`config.mk`:
```
export PLATFORM = sky130hd
export DESIGN_NAME = tft_timing_gen
export DESIGN_NICKNAME = d
export VERILOG_FILES = /design/src/rtl/tft_timing_pkg.sv /design/src/rtl/tft_timing_gen_sync_delay.sv /design/src/rtl/tft_timing_gen.sv
export SDC_FILE = /design/constraint.sdc
export NUM_CORES = 1
export LEC_CHECK = 0
export ABC_AREA = 1
export BUFFER_PORTS_ARGS = -buffer_cell sky130_fd_sc_hd__buf_2
export CORE_MARGIN = 2
export CORE_UTILIZATION = 50
export CTS_CLUSTER_DIAMETER = 150
export DETAILED_ROUTE_END_ITERATION = 10
export HOLD_SLACK_MARGIN = 0.03
export PLACE_DENSITY = 0.79
export SYNTH_ARGS = -nofsm -noshare
export SYNTH_HDL_FRONTEND = slang
export SYNTH_SLANG_ARGS = --single-unit
```
`constraint.sdc`:
```
create_clock -name CLK -period 2.8 [get_ports CLK]
set_input_delay 0.56 -clock CLK [delete_from_list [all_inputs] [get_ports CLK]]
set_output_delay 0.56 -clock CLK [all_outputs]
set_load 0.005 [all_outputs]
```
`src/rtl/tft_timing_pkg.sv`:
```
// Shared timing defaults, pixel/delay-line bundles and colour-bar table
// for the 480x272 TFT video source.
package tft_timing_pkg;

  localparam int DEF_H_ACTIVE = 480;
  localparam int DEF_H_FP     = 2;
  localparam int DEF_H_SYNC   = 41;
  localparam int DEF_H_BP     = 2;
  localparam int DEF_V_ACTIVE = 272;
  localparam int DEF_V_FP     = 2;
  localparam int DEF_V_SYNC   = 10;
  localparam int DEF_V_BP     = 2;

  localparam int H_TOT = DEF_H_ACTIVE + DEF_H_FP
                       + DEF_H_SYNC + DEF_H_BP;
  localparam int V_TOT = DEF_V_ACTIVE + DEF_V_FP
                       + DEF_V_SYNC + DEF_V_BP;
  localparam int PIXELS_PER_FRAME = DEF_H_ACTIVE * DEF_V_ACTIVE;

  typedef struct packed {
    logic [7:0] r;
    logic [7:0] g;
    logic [7:0] b;
  } rgb24_t;

  typedef struct packed {
    logic       hs_n;
    logic       vs_n;
    logic       de;
    logic [9:0] h;
  } dly_t;

  localparam dly_t DLY_IDLE = '{
    hs_n: 1'b1, vs_n: 1'b1, de: 1'b0, h: 10'd0
  };

  localparam logic [23:0] BAR_TBL [8] = '{
    24'hFFFFFF, 24'hFFFF00, 24'h00FFFF, 24'h00FF00,
    24'hFF00FF, 24'hFF0000, 24'h0000FF, 24'h000000
  };

  // 60-pixel-wide bars; only meaningful while DE is high
  function automatic rgb24_t bar_rgb(input logic [9:0] h);
    logic [9:0] q;
    q = h / 10'd60;
    return rgb24_t'(BAR_TBL[q[2:0]]);
  endfunction

endpackage

```
`src/rtl/tft_timing_gen_sync_delay.sv`:
```
// Shift register carrying sync/DE/hcnt alongside the BRAM read pipeline.
// o_pre is one stage before the output, aligned with returned BRAM data.
module tft_sync_delay
  import tft_timing_pkg::*;
#(
  parameter int DEPTH = 3
) (
  input  logic CLK,
  input  logic nRESET,
  input  dly_t i_d,
  output dly_t o_q,
  output dly_t o_pre
);

  dly_t r_sr [DEPTH];

  always_ff @(posedge CLK) begin
    if (!nRESET) begin
      for (int i = 0; i < DEPTH; i++) r_sr[i] <= DLY_IDLE;
    end else begin
      r_sr[0] <= i_d;
      for (int i = 1; i < DEPTH; i++) r_sr[i] <= r_sr[i-1];
    end
  end

  assign o_q   = r_sr[DEPTH-1];
  assign o_pre = r_sr[DEPTH-2];

endmodule

```
`src/rtl/tft_timing_gen.sv`:
```
// TFT video source: sync/DE generation, BRAM fetch, aligned RGB output.
// Define TFT_TIMING_GEN_TESTPAT_EN to add the TESTPAT colour-bar input.
module tft_timing_gen
  import tft_timing_pkg::*;
#(
  parameter int H_ACTIVE = DEF_H_ACTIVE,
  parameter int H_FP     = DEF_H_FP,
  parameter int H_SYNC   = DEF_H_SYNC,
  parameter int H_BP     = DEF_H_BP,
  parameter int V_ACTIVE = DEF_V_ACTIVE,
  parameter int V_FP     = DEF_V_FP,
  parameter int V_SYNC   = DEF_V_SYNC,
  parameter int V_BP     = DEF_V_BP,
  parameter int BRAM_LAT = 1,
  parameter int ADDR_W   = $clog2(PIXELS_PER_FRAME)
) (
  input  logic              CLK,
  input  logic              nRESET,
  input  logic              EN,
`ifdef TFT_TIMING_GEN_TESTPAT_EN
  input  logic              TESTPAT,
`endif
  input  logic [23:0]       BRAM_DATA,
  output logic [ADDR_W-1:0] BRAMADDR,
  output logic              BRAM_EN,
  output logic              Hsync,
  output logic              Vsync,
  output logic              DE,
  output logic [7:0]        R,
  output logic [7:0]        G,
  output logic [7:0]        B,
  output logic [9:0]        hcnt,
  output logic [9:0]        vcnt,
  output logic              frame_start
);

  localparam logic [9:0] H_ACT  = 10'(H_ACTIVE);
  localparam logic [9:0] HS_B   = 10'(H_ACTIVE + H_FP);
  localparam logic [9:0] HS_E   = 10'(H_ACTIVE + H_FP + H_SYNC);
  localparam logic [9:0] H_LAST = 10'(H_ACTIVE + H_FP + H_SYNC + H_BP - 1);
  localparam logic [9:0] V_ACT  = 10'(V_ACTIVE);
  localparam logic [9:0] VS_B   = 10'(V_ACTIVE + V_FP);
  localparam logic [9:0] VS_E   = 10'(V_ACTIVE + V_FP + V_SYNC);
  localparam logic [9:0] V_LAST = 10'(V_ACTIVE + V_FP + V_SYNC + V_BP - 1);

  logic [9:0] r_h;
  logic [9:0] r_v;
  logic       r_run;
  logic       w_live;
  logic       w_org;
  logic       w_tp;
  logic       w_hs0;
  logic       w_vs0;
  logic       w_de0;
  dly_t       w_d0;
  dly_t       w_q;
  dly_t       w_pre;
  rgb24_t     w_src;
  rgb24_t     r_pix;

`ifdef TFT_TIMING_GEN_TESTPAT_EN
  assign w_tp = TESTPAT;
`else
  assign w_tp = 1'b0;
`endif

  // r_run gives one idle (0,0) cycle after restart so frame_start is clean
  assign w_live = r_run & EN;
  assign w_org  = (r_h == 10'd0) & (r_v == 10'd0);
  assign w_hs0  = w_live & (r_h >= HS_B) & (r_h < HS_E);
  assign w_vs0  = w_live & (r_v >= VS_B) & (r_v < VS_E);
  assign w_de0  = w_live & (r_h < H_ACT) & (r_v < V_ACT);

  always_ff @(posedge CLK) begin
    if (!nRESET || !EN) begin
      r_run <= 1'b0;
      r_h   <= 10'd0;
      r_v   <= 10'd0;
    end else begin
      r_run <= 1'b1;
      if (r_run) begin
        if (r_h == H_LAST) begin
          r_h <= 10'd0;
          r_v <= (r_v == V_LAST) ? 10'd0 : r_v + 10'd1;
        end else begin
          r_h <= r_h + 10'd1;
        end
      end
    end
  end

  always_ff @(posedge CLK) begin
    if (!nRESET) begin
      BRAM_EN  <= 1'b0;
      BRAMADDR <= '0;
    end else begin
      BRAM_EN <= w_de0 & ~w_tp;
      if (w_org)
        BRAMADDR <= '0;
      else if (BRAM_EN)
        BRAMADDR <= BRAMADDR + ADDR_W'(1);
    end
  end

  always_comb begin
    w_d0      = DLY_IDLE;
    w_d0.hs_n = ~w_hs0;
    w_d0.vs_n = ~w_vs0;
    w_d0.de   = w_de0;
    w_d0.h    = r_h;
  end

  tft_sync_delay #(
    .DEPTH (BRAM_LAT + 2)
  ) u_dly (
    .CLK    (CLK),
    .nRESET (nRESET),
    .i_d    (w_d0),
    .o_q    (w_q),
    .o_pre  (w_pre)
  );

  always_comb begin
    w_src = rgb24_t'(BRAM_DATA);
    if (w_tp) w_src = bar_rgb(w_pre.h);
  end

  always_ff @(posedge CLK) begin
    if (!nRESET)
      r_pix <= '0;
    else
      r_pix <= w_pre.de ? w_src : '0;
  end

  assign Hsync       = w_q.hs_n;
  assign Vsync       = w_q.vs_n;
  assign DE          = w_q.de;
  assign R           = r_pix.r;
  assign G           = r_pix.g;
  assign B           = r_pix.b;
  assign hcnt        = r_h;
  assign vcnt        = r_v;
  assign frame_start = r_run & w_org;

endmodule

```
# [Word level (Yosys, flattened, before mapping)]
# Memories as Yosys holds them, arrays and structs flattened.
# Cells that the tools add are included.
[totals] latchBits=0 memories=1 word_cells=51 in_bits=27 reg_bits=63 romBits=0 ram_bits=39
[op_classes] multipliers=0 eq_ne=2 bitwise_logic=15 n_lt_le_gt_ge=6 div_mod_pow=0 reduce_logical=8 muxes=8 add_sub_neg=3 n_shift=0
[memory_table] memory="u_dly.r_sr" words=3 word_bits=13 rd=3 rd_ports_with_merged_regs=0 write_ports=3 line_no="tft_timing_gen_sync_delay.sv:15" text="dly_t r_sr [DEPTH];"
[ops] op="13-bit 2-to-1 mux" count=3
[ops] op="10-bit by 9-bit < comparator with 1-bit output (second input constant)" count=3
[ops] op="10-bit by 1-bit adder with 10-bit output (second input constant)" count=2
[ops] op="10-bit by 9-bit >= comparator with 1-bit output (second input constant)" count=2
[ops] op="10-bit zero test" count=2
[ops] op="10-bit 2-to-1 mux" count=2
[ops] op="17-bit by 1-bit adder with 17-bit output (second input constant)" count=1
[ops] op="10-bit == test (second input constant)" count=1
[ops] op="10-bit by 9-bit == test with 1-bit output (second input constant)" count=1
[ops] op="10-bit < comparator (second input constant)" count=1
[ops] op="1-bit bitwise AND" count=9
[ops] op="2-bit AND reduction" count=2
[ops] op="1-bit 2-to-1 mux" count=3
[ops] op="1-bit NOT" count=3
[ops] op="1-bit bitwise OR" count=3
[ops] op="1-bit zero test" count=2
[ops] op="2-bit OR reduction" count=1
[ops] op="1-bit logical OR" count=1

# [Depth between registers and ports, before layout]
[logic_depth] word_depth=5 ltp_mapped=8 ltp_nobuf=8

# [Cells and area by module]
# From an unflattened synthesis, not the netlist that was laid out.
[hier_totals] cells_unflattened=575 area_unflattened_um2=4340.4
[modules_own_cells] module="tft_timing_gen" cells_each=428 area_per_inst_um2=3042.9 instances=1
[modules_own_cells] module="tft_sync_delay" cells_each=147 area_per_inst_um2=1297.5 instances=1

# [Least setup slack after synthesis]
# Ideal clock, no wire load.
[synth_timing] path_type="register to output" startpoint="register r_h[0], in the netlist hcnt[0]" endpoint="output port frame_start" path_stages_with_launch=7 slack_ps=1235 t_arrival_ps=1005 required_ps=2240 n_path_buf=0 path_cell_list="dfxtp_1 > inv_1 > ha_1 > nand3_1 > nor2_1 > nand3_1 > nor2_1"
[synth_via] elab_chain_cells=3
[synth_lines] element="from (decl)" line_no="tft_timing_gen.sv:46" text="logic [9:0] r_h;"
[synth_lines] element="from (signal assigned)" line_no="tft_timing_gen.sv:86" text="r_h <= r_h + 10'd1;"
[synth_lines] element="10-bit zero test" line_no="tft_timing_gen.sv:69" text="assign w_org = (r_h == 10'd0) & (r_v == 10'd0);"
[synth_lines] element="1-bit bitwise AND" line_no="tft_timing_gen.sv:69"
[synth_lines] element="1-bit bitwise AND" line_no="tft_timing_gen.sv:143" text="assign frame_start = r_run & w_org;"
[synth_lines] element="to (decl)" line_no="tft_timing_gen.sv:34" text="output logic frame_start"
# No other way between the ends.

# [Worst setup path after layout]
# Same ends and word-level chain as after synthesis.

==> metrics <==
Root Buffer=clkbuf_8; Yosys top cell by area=dfxtp_1; pin count of the biggest net entering global routing=26; htree depth=3; Post-route DRC=0; gpl congestion=0.845; post-cts resize count=0; DRT Pass-1 Iters=4; drt wl/cell=~12 um; final wirelength=between 7 and 8 mm; synthesized flop and latch total=a little over 70; Gate Count Post-Synth=~440; # fillers=562; Worst R2R End=vcnt[1]; # rows=28; hold depth=1; Leakage=around 1.9 nW; nets@finish=566; # diodes=0; status=completed; DRT iter0 DRCs=85; layout cells sized above 1=roughly 22%; CTS tree=done; port bufs=92; most frequent cell after synthesis=nor2_1; worst min path class=reg2reg; Setup Crit Path Kind=reg2out; Post-synth top cells=nor2_1, nand2_1, dfxtp_1, inv_1, nand3_1; area growth from synthesis to layout=21.1%; register area share after synthesis=between 40% and 50%; antenna violations before repair=0; Final min period=about 2.2 ns; main flop type after synthesis=dfxtp_1; crit path DAT=between 1.5 and 2 ns; synthesized area per cell=just over 7 um2; RSZ-0062 raised after global routing=false; worst slew pin tran=0.774 ns; Finished Cell Area=between 3000 and 4000 um2; post-route setup TNS=0 ns; number of global-route vias before repair=around 2,700; Die Ht=about 84 um; R2R Path Start=hcnt[0]; r2r worst-path depth=7; Worst Min Path Start=u_dly.r_sr[0][25]; Power Density=roughly 520 nW/um2; Tcrit/Tclk final=between 70% and 80%; Synth Warn #=0; FF-to-FF setup slack=about 1.2 ns; IO Count=93; Post-DRT Antenna Nets=0; Slew Viols, Final=0; # setup viols final=0; Die Wd=approximately 84 um; Critical Path End Type=output pin; worst-skew pair later-pin latency=0.34 ns; Startpoint Class=register; clk sinks=71; fraction of registers with async set or reset after synthesis=0%; Post-synth EDFFs=0; core box area=6030 um2; global-route wire length before repair=between 10 and 15 mm; placed cell areas=approximately 3600 um2; DIE AREA=6970 um2; Syn Std Cell Area=between 3000 and 4000 um2; Vias per Instance=4.84; postcts setup bufs=0; Overflow after GRT=0; Setup Skew=0.00525 ns; CTS clk-pin slew, worst paths=0.07 ns; WHS Endpoint=u_dly.r_sr[0][38]; CP required=~2.2 ns; Mapped Nets=478; HPWL after DPL=5.21 mm; Max Clk Rate=~460 MHz; Netlist cell types=28; CTS Buf Count=9; Final Hold Viols=0; clk buf depth=2; hold_buf cts=0; VDD IR max=around 330 uV; total track usage=a little over a fifth; largest cells by area after synthesis=dfxtp_1, nor2_1, nand2_1, inv_1, nand3_1; Initial Util=approximately 52%; Vias=2,955; Setup crit start=hcnt[0]; Synth top area share=between 40% and 50%; Max-slew headroom=48.3%; max-cap viol count=0; CP max FO=5
[logic make-up after synthesis]
group / count (synthesis) / share of synthesized area, %
fa+ha+maj: 8 / 3.17
compound gates: 23 / 3.84
buf+inv: 86 / 11.9
xor+xnor: 11 / 3.05
flops: 71 / 45.0
simple gates: 244 / 33.1
[final cells by class]
class                      count  area (um2)  share of cell area, %
inverter                      71         267                   6.97
timing repair buffer          92         460                   12.0
sequential                    71        1420                   37.1
clock inverter                 7        97.6                   2.55
multi-input combinational    286        1360                   35.6
clock buffer                   9         124                   3.24
tap                           75        93.8                   2.45
[critical path: stages, from the launching register on]
cell and delay [ns]:
dfxtp_1 0.35, inv_1 0.12, ha_1 0.23, nand3_1 0.12, nor2_1 0.12, nand3_1 0.10
nor2_1 0.11, buf_2 0.12
[state kept, by name, indices dropped and copies added (netlist names)]
| register | count |
|---|---|
| B | 8 |
| G | 8 |
| R | 8 |
| u_dly.r_sr | 9 |
| hcnt | 10 |
| vcnt | 10 |
| r_run | 1 |
| BRAMADDR | 17 |
[cell usage in the layout, fill, tap and decap left out]
master,count
nor2_1,97
nand2_1,92
buf_2,92
dfxtp_1,71
inv_1,71
nand3_1,27
a21oi_1,14
nand4_1,13
clkbuf_8,9
ha_1,8
xor2_1,7
o21ai_0,6
xnor2_1,4
or2_2,4
nor2_2,2
nand3b_1,2
bufinv_16,2
clkinv_4,2
clkinvlp_4,2
nor3b_1,1
nand2_2,1
nand3_2,1
nand3b_4,1
nor2_4,1
o21ai_1,1
a21oi_2,1
or2_0,1
o21bai_1,1
nor3_1,1
clkinv_2,1
[power breakdown]
group | internal (mW) | leakage, nW | switching [mW]
Sequential | 1.01 | 0.573 | 0.00393
Clock | 0.502 | 0.105 | 0.399
Combinational | 0.0244 | 1.24 | 0.0321
Total | 1.54 | 1.92 | 0.435
[stage by stage]
| step | instances | hold slack (ns) | setup WS, ns | util [%] | total power, mW |
|---|---|---|---|---|---|
| floorplan | 443 | 0.393 | 1.23 | - | 1.07 |
| global route | 611 | 0.405 | 0.489 | 63.5 | 2.05 |
| finish | 611 | 0.414 | 0.628 | 63.5 | 1.98 |
| global placement | 595 | 0.395 | 1.04 | 59.8 | 1.10 |
| detailed placement | 595 | 0.398 | 0.984 | 59.8 | 1.10 |
| CTS | 611 | 0.407 | 0.602 | 63.5 | 1.99 |
[layer usage]
metal | vias to the layer above | track usage [%] | wire (um)
li1 | 1531 | - | -
met3 | 13 | 4.75 | 499
met4 | 0 | 8.36 | 121
met5 | - | 0 | 0
met2 | 93 | 35.3 | 3300
met1 | 1318 | 25.8 | 3140
[worst max path at each step]
stage,to,slack [ns],cells past startpoint
4_1_cts,frame_start,0.60,7
6_report,frame_start,0.63,7
5_1_grt,frame_start,0.49,7
3_5_place_dp,frame_start,0.98,7
2_1_floorplan,frame_start,1.23,6
3_3_place_gp,frame_start,1.04,7
No activity file was read; power rests on OpenSTA's default activity.
